## src/rtl/calc_pkg.sv

```systemverilog
// Shared definitions for the calculator entry path: scancodes, key classes,
// FSM state encoding and ALU opcode encoding.
package calc_pkg;

   localparam int unsigned SC_W = 9;

   localparam logic [SC_W-1:0] SC_0     = 9'h070;
   localparam logic [SC_W-1:0] SC_1     = 9'h069;
   localparam logic [SC_W-1:0] SC_2     = 9'h072;
   localparam logic [SC_W-1:0] SC_3     = 9'h07A;
   localparam logic [SC_W-1:0] SC_4     = 9'h06B;
   localparam logic [SC_W-1:0] SC_5     = 9'h073;
   localparam logic [SC_W-1:0] SC_6     = 9'h074;
   localparam logic [SC_W-1:0] SC_7     = 9'h06C;
   localparam logic [SC_W-1:0] SC_8     = 9'h075;
   localparam logic [SC_W-1:0] SC_9     = 9'h07D;
   localparam logic [SC_W-1:0] SC_ADD   = 9'h079;
   localparam logic [SC_W-1:0] SC_SUB   = 9'h07B;
   localparam logic [SC_W-1:0] SC_MUL   = 9'h07C;
   localparam logic [SC_W-1:0] SC_ENTER = 9'h05A;
   localparam logic [SC_W-1:0] SC_BKSP  = 9'h066;
   localparam logic [SC_W-1:0] SC_ESC   = 9'h076;

   typedef enum logic [2:0] {
      KEY_OTHER = 3'd0,
      KEY_DIGIT = 3'd1,
      KEY_OP    = 3'd2,
      KEY_ENTER = 3'd3,
      KEY_BKSP  = 3'd4,
      KEY_ESC   = 3'd5
   } key_class_t;

   typedef enum logic [1:0] {
      ST_FIRST  = 2'd0,
      ST_OPER   = 2'd1,
      ST_SECOND = 2'd2,
      ST_RESULT = 2'd3
   } state_t;

   typedef enum logic [1:0] {
      OPC_ADD = 2'd0,
      OPC_SUB = 2'd1,
      OPC_MUL = 2'd2
   } opcode_t;

endpackage

```

## src/rtl/calc_key_decode.sv

```systemverilog
// Combinational scancode classifier: key class, digit value and operator.
module calc_key_decode
   import calc_pkg::*;
(
   input  logic [SC_W-1:0] scancode_i,
   output key_class_t      class_o,
   output logic [3:0]      digit_o,
   output opcode_t         op_o
);

   always_comb begin
      class_o = KEY_OTHER;
      digit_o = 4'd0;
      op_o    = OPC_ADD;
      case (scancode_i)
         SC_0:     begin class_o = KEY_DIGIT; digit_o = 4'd0; end
         SC_1:     begin class_o = KEY_DIGIT; digit_o = 4'd1; end
         SC_2:     begin class_o = KEY_DIGIT; digit_o = 4'd2; end
         SC_3:     begin class_o = KEY_DIGIT; digit_o = 4'd3; end
         SC_4:     begin class_o = KEY_DIGIT; digit_o = 4'd4; end
         SC_5:     begin class_o = KEY_DIGIT; digit_o = 4'd5; end
         SC_6:     begin class_o = KEY_DIGIT; digit_o = 4'd6; end
         SC_7:     begin class_o = KEY_DIGIT; digit_o = 4'd7; end
         SC_8:     begin class_o = KEY_DIGIT; digit_o = 4'd8; end
         SC_9:     begin class_o = KEY_DIGIT; digit_o = 4'd9; end
         SC_ADD:   begin class_o = KEY_OP;    op_o = OPC_ADD; end
         SC_SUB:   begin class_o = KEY_OP;    op_o = OPC_SUB; end
         SC_MUL:   begin class_o = KEY_OP;    op_o = OPC_MUL; end
         SC_ENTER: class_o = KEY_ENTER;
         SC_BKSP:  class_o = KEY_BKSP;
         SC_ESC:   class_o = KEY_ESC;
         default:  ;
      endcase
   end

endmodule

```

## src/rtl/calc_entry_fsm.sv

```systemverilog
// Keyboard entry FSM for a two-operand calculator: builds decimal operands,
// latches the operator, triggers the ALU and supports result chaining.
module calc_entry_fsm
   import calc_pkg::*;
#(
   parameter int unsigned MAX_DIGITS = 4,
   parameter int unsigned OPW        = 14
) (
   input  logic                              clk,
   input  logic                              rst,
   input  logic [8:0]                        last_change,
   input  logic                              key_down_onepulse,
   input  logic [OPW-1:0]                    result,
   output logic [OPW-1:0]                    op_a,
   output logic [OPW-1:0]                    op_b,
   output logic [1:0]                        opcode,
   output logic [1:0]                        state,
   output logic [$clog2(MAX_DIGITS+1)-1:0]   digit_cnt,
   output logic                              start_calc,
   output logic                              clear_pulse
);

   localparam int unsigned CW = $clog2(MAX_DIGITS + 1);

   key_class_t     key_class;
   logic [3:0]     key_digit;
   opcode_t        key_op;

   state_t         state_q, state_d;
   logic [OPW-1:0] op_a_q, op_a_d, op_b_q, op_b_d;
   opcode_t        opcode_q, opcode_d;
   logic [CW-1:0]  cnt_q, cnt_d, a_cnt_q, a_cnt_d;
   logic           start_q, start_d, clear_q, clear_d;

   calc_key_decode u_decode (
      .scancode_i (last_change),
      .class_o    (key_class),
      .digit_o    (key_digit),
      .op_o       (key_op)
   );

   // Decimal digit count of a chained result, saturated at MAX_DIGITS so that
   // further digit entry on it is refused while backspace still trims it.
   function automatic logic [CW-1:0] dec_digits(input logic [OPW-1:0] v);
      int unsigned n;
      int unsigned thr;
      n   = 1;
      thr = 10;
      for (int unsigned k = 1; k < MAX_DIGITS; k++) begin
         if (32'(v) >= thr) n = k + 1;
         thr = thr * 10;
      end
      return CW'(n);
   endfunction

   always_ff @(posedge clk or posedge rst) begin
      if (rst) begin
         state_q  <= ST_FIRST;
         op_a_q   <= '0;
         op_b_q   <= '0;
         opcode_q <= OPC_ADD;
         cnt_q    <= '0;
         a_cnt_q  <= '0;
         start_q  <= 1'b0;
         clear_q  <= 1'b0;
      end else begin
         state_q  <= state_d;
         op_a_q   <= op_a_d;
         op_b_q   <= op_b_d;
         opcode_q <= opcode_d;
         cnt_q    <= cnt_d;
         a_cnt_q  <= a_cnt_d;
         start_q  <= start_d;
         clear_q  <= clear_d;
      end
   end

   always_comb begin
      state_d  = state_q;
      op_a_d   = op_a_q;
      op_b_d   = op_b_q;
      opcode_d = opcode_q;
      cnt_d    = cnt_q;
      a_cnt_d  = a_cnt_q;
      start_d  = 1'b0;
      clear_d  = 1'b0;
      if (key_down_onepulse) begin
         if (key_class == KEY_ESC) begin
            state_d  = ST_FIRST;
            op_a_d   = '0;
            op_b_d   = '0;
            opcode_d = OPC_ADD;
            cnt_d    = '0;
            a_cnt_d  = '0;
            clear_d  = 1'b1;
         end else begin
            case (state_q)
               ST_FIRST: begin
                  case (key_class)
                     KEY_DIGIT: if (cnt_q < CW'(MAX_DIGITS)) begin
                        op_a_d = OPW'(op_a_q * OPW'(10) + OPW'(key_digit));
                        cnt_d  = cnt_q + CW'(1);
                     end
                     KEY_BKSP: if (cnt_q != '0) begin
                        op_a_d = op_a_q / OPW'(10);
                        cnt_d  = cnt_q - CW'(1);
                     end
                     KEY_OP: if (cnt_q != '0) begin
                        opcode_d = key_op;
                        a_cnt_d  = cnt_q;
                        cnt_d    = '0;
                        state_d  = ST_OPER;
                     end
                     default: ;
                  endcase
               end
               ST_OPER: begin
                  case (key_class)
                     KEY_OP: opcode_d = key_op;
                     KEY_DIGIT: begin
                        op_b_d  = OPW'(key_digit);
                        cnt_d   = CW'(1);
                        state_d = ST_SECOND;
                     end
                     KEY_BKSP: begin
                        cnt_d   = a_cnt_q;
                        state_d = ST_FIRST;
                     end
                     default: ;
                  endcase
               end
               ST_SECOND: begin
                  case (key_class)
                     KEY_DIGIT: if (cnt_q < CW'(MAX_DIGITS)) begin
                        op_b_d = OPW'(op_b_q * OPW'(10) + OPW'(key_digit));
                        cnt_d  = cnt_q + CW'(1);
                     end
                     KEY_BKSP: begin
                        if (cnt_q != '0) begin
                           op_b_d = op_b_q / OPW'(10);
                           cnt_d  = cnt_q - CW'(1);
                        end else begin
                           state_d = ST_OPER;
                        end
                     end
                     KEY_ENTER: if (cnt_q != '0) begin
                        start_d = 1'b1;
                        state_d = ST_RESULT;
                     end
                     default: ;
                  endcase
               end
               ST_RESULT: begin
                  case (key_class)
                     KEY_DIGIT: begin
                        op_a_d   = OPW'(key_digit);
                        op_b_d   = '0;
                        opcode_d = OPC_ADD;
                        cnt_d    = CW'(1);
                        clear_d  = 1'b1;
                        state_d  = ST_FIRST;
                     end
                     KEY_OP: begin
                        op_a_d   = result;
                        op_b_d   = '0;
                        opcode_d = key_op;
                        a_cnt_d  = dec_digits(result);
                        cnt_d    = '0;
                        state_d  = ST_OPER;
                     end
                     default: ;
                  endcase
               end
               default: ;
            endcase
         end
      end
   end

   assign op_a        = op_a_q;
   assign op_b        = op_b_q;
   assign opcode      = opcode_q;
   assign state       = state_q;
   assign digit_cnt   = cnt_q;
   assign start_calc  = start_q;
   assign clear_pulse = clear_q;

endmodule

```

## config.mk

```make
export PLATFORM = sky130hd
export DESIGN_NAME = calc_entry_fsm
export DESIGN_NICKNAME = d
export VERILOG_FILES = /design/src/rtl/calc_pkg.sv /design/src/rtl/calc_key_decode.sv /design/src/rtl/calc_entry_fsm.sv
export SDC_FILE = /design/constraint.sdc
export NUM_CORES = 1
export LEC_CHECK = 0
export ABC_AREA = 0
export CAP_MARGIN = 40
export CELL_PAD_IN_SITES_DETAIL_PLACEMENT = 1
export CELL_PAD_IN_SITES_GLOBAL_PLACEMENT = 1
export CORE_UTILIZATION = 48
export DETAILED_ROUTE_END_ITERATION = 8
export PLACE_DENSITY_LB_ADDON = 0.25
export RECOVER_POWER = 50
export SKIP_CTS_REPAIR_TIMING = 1
export SYNTH_ARGS = -nofsm -noshare
export SYNTH_HDL_FRONTEND = slang
export SYNTH_SLANG_ARGS = --single-unit
```

## constraint.sdc

```tcl
create_clock -name clk -period 6.8 [get_ports clk]
set_clock_uncertainty 0.2 [all_clocks]
set_input_delay 0.68 -clock clk [delete_from_list [all_inputs] [get_ports clk]]
set_output_delay 0.68 -clock clk [all_outputs]
set_load 0.005 [all_outputs]
```

==> metrics.md <==
| Metric | Value |
|---|---|
| Status | `finished with violations` |
| Failing checks | `capacitance limit, slew limit` |
| Worst slew margin | `-0.588` |
| Worst R2R Path Depth | `13` |
| Fraction of registers with async set/reset | `1.00` |
| CP endpoint | `op_b[0]` |
| Die Width | `123 um` |
| Final setup fails | `0` |
| CTS root buffer | `clkbuf_16` |
| Die footprint | `15200 sq um` |
| Boundary Pins | `63` |
| Port bufs | `62` |
| Core area | `14500 sq um` |
| Setup Crit Path Kind | `reg -> reg` |
| Critical R2R Capture | `op_b[0]` |
| Gate Count Post-Synth | `944` |
| Worst Max-Slew Pin Slew | `2.38 ns` |
| Dominant cells by area after synthesis | `dfrtp_1, ha_1, nand2_1` |
| Crit path launch type | `register` |
| H-tree lvl count | `2` |
| CP max FO | `32` |
| Worst setup path start | `op_b[10]` |
| Total grt overflow | `0` |
| Pin count of the biggest net entering global routing | `41` |
| Slew Viols, Final | `41` |
| Achievable Freq | `193 MHz` |
| Syn Area/Cell | `7.50 sq um` |
| Number of vias per cell | `6.44` |
| WP data arrival | `5.13 ns` |
| Routed length per instance | `19.0 um` |
| Clock Latency Late Sink | `0.28 ns` |
| Top-count cell post-synth | `nand2_1` |
| Crit-path max cell delay | `0.97 ns` |
| YS warnings | `0` |
| Combinational power share | `0.710` |
| Initial Util | `0.489` |
| Global-route wire length before repair | `36000 um` |
| Drt drc | `0` |
| # nets final | `1037` |
| CTS sink cnt | `40` |
| Final hold vios | `0` |
| Crit path required time | `6.76 ns` |
| Diodes inserted | `0` |
| Setup tns final | `0 ns` |
| Final total power | `2.64 mW` |
| Antenna viol nets, final | `0` |
| Layout cells sized above 1 | `0.0607` |
| Via count | `7339` |
| CTS tree | `yes` |
| Die height | `123 um` |
| CTS buffer count | `5` |
| Worst Setup End Kind | `register` |
| Period utilization | `0.760` |
| Synth Flop Type | `dfrtp_1` |
| R2R setup slack | `1.63 ns` |
| Final non-filler cell total | `1140` |
| CP Cell Sequence | `nand2b_2 > xor2_2 > o211a_1 > nor4_1 > o311a_1 > or4b_1 > mux2i_1 > a211oi_1 > or3_1 > nand2_1 > a22oi_1 > o31ai_1 > a211oi_2` |
| DP HPWL | `16000 um` |
| Synth-to-layout area growth | `11.3%` |
| Leakage | `3.30 nW` |
| Total track usage | `0.293` |
| Sequential power share | `0.172` |
| Tmin final | `5.17 ns` |
| Synth top cells by count | `nand2_1, a21oi_1, nor2_1, o21ai_0, ha_1` |
| Number of global-route vias before repair | `7207` |
| Critical path's slowest cell | `dfrtp_1` |
| Pre-Repair DR Iteration Count | `7` |
| Synthesis-stage register bit count | `40` |
| Tightest Hold Check Type | `reg -> reg` |
| P_int | `1.30 mW` |
| Synth area leader | `dfrtp_1` |
| Synth top area share | `0.141` |
| Post-synth cell types | `100` |
| Post-synth EDFFs | `0` |
| Hold WS | `0.306 ns` |
| Worst vdd ir | `0.527 mV` |
| Reg-to-reg critical path startpoint | `op_b[10]` |
| RSZ-0062 raised after global routing | `no` |
| Syn_nets | `1025` |
| Initial antenna violation count | `0` |
| Switching part of the total | `0.508` |
| Initial DRC count | `591` |
| PwrDens | `335 nW/um^2` |
| Clock network fraction of design power | `0.117` |
| Total Wirelength | `21700 um` |
| Placer's final routability congestion estimate | `0.920` |
| Clock Tree Buf Depth | `2` |
| Seq/Total Area, Yosys | `0.141` |
| Mapped Area | `7080 sq um` |
| Max_cap viols | `1` |
| NetSw | `1.34 mW` |
| DP Cell Count | `1133` |
| Clk pin slew, worst setup/hold paths | `0.06 ns` |
| Row count | `44` |
through the flow:
step	utilization	setup slack [ns]	area [sq um]
finish	0.545	1.63	7890
global route	0.545	1.33	7890
CTS	0.545	1.71	7890
detailed placement	0.532	1.71	7710
global placement	0.527	1.53	7630
floorplan	-	2.61	7080
power groups by stage:
stage	Combinational [mW]	Sequential, mW	Clock, mW
global placement	1.81	0.458	0
finish	1.87	0.455	0.309
global route	2.07	0.476	0.320
detailed placement	1.87	0.458	0
floorplan	1.51	0.346	0
CTS	1.88	0.454	0.311
cell families (layout without fill, tap and decap cells):
group	count (synthesis)	count (layout)	share of synthesized area
buffers and inverters	107	119	0.0696
muxes	17	17	0.0251
AOI/OAI and AO/OA	319	319	0.323
DFF	40	40	0.141
adders and majority gates	62	62	0.111
xor gates and xnor gates	57	57	0.0726
and+or+nand+nor	342	342	0.257
placed cells by master, fill, tap and decap left out, drive strengths merged, types with 10 or more instances in the layout:
master / count
nor3: 20
nand3: 26
o211ai: 15
dfrtp: 40
xor2: 19
a211oi: 18
nor2b: 18
a31oi: 12
dlygate4sd3: 18
nand2: 96
ha: 51
nor2: 63
nor3b: 14
nand2b: 27
buf: 11
a21o: 15
a22oi: 14
o21ai: 64
and3: 12
o31ai: 18
inv: 35
xnor2: 38
nand4: 10
clkdlybuf4s50: 44
a21oi: 66
mux2i: 11
how the worst min path moves through the flow:
stage	start	end	cells after the start	slack (ns)
2_1_floorplan	a_cnt_q[0]	a_cnt_q[0]	2	0.24
3_3_place_gp	a_cnt_q[0]	a_cnt_q[0]	2	0.27
3_5_place_dp	a_cnt_q[0]	a_cnt_q[0]	2	0.28
4_1_cts	a_cnt_q[0]	a_cnt_q[0]	2	0.31
5_1_grt	opcode[1]	opcode[1]	1	0.33
6_report	a_cnt_q[0]	a_cnt_q[0]	2	0.31
layer usage:
layer  global-route usage  part of all wire  vias up
li1                     -                 -     3553
met2                0.514              0.49      164
met5                    0                 0        -
met3               0.0166             0.030       20
met4               0.0648             0.012        0
met1                0.394              0.47     3602
layout make-up:
cell class / instances / area, sq um
Clock buffer: 5 / 125
Clock inverter: 2 / 60.1
Sequential cell: 40 / 1000
Multi-Input combinational cell: 797 / 5590
Timing Repair Buffer: 75 / 738
Inverter: 37 / 139
Fill cell: 1812 / 6590
Tap cell: 184 / 230
flip-flops by register name, indices dropped and copies added (netlist names):
name and count:
a_cnt_q 3, clear_pulse 1, digit_cnt 3, op_a 14, op_b 14, opcode 2, start_calc 1, state 2
worst max-delay path, delay by kind of cell, from the launching register on:
kind / cells / cell delay [ns]
compound gates: 6 / 1.48
simple gates: 5 / 1.89
flops: 1 / 0.97
mux: 1 / 0.31
xor+xnor: 1 / 0.19
Power figures use the tool's default switching activity.
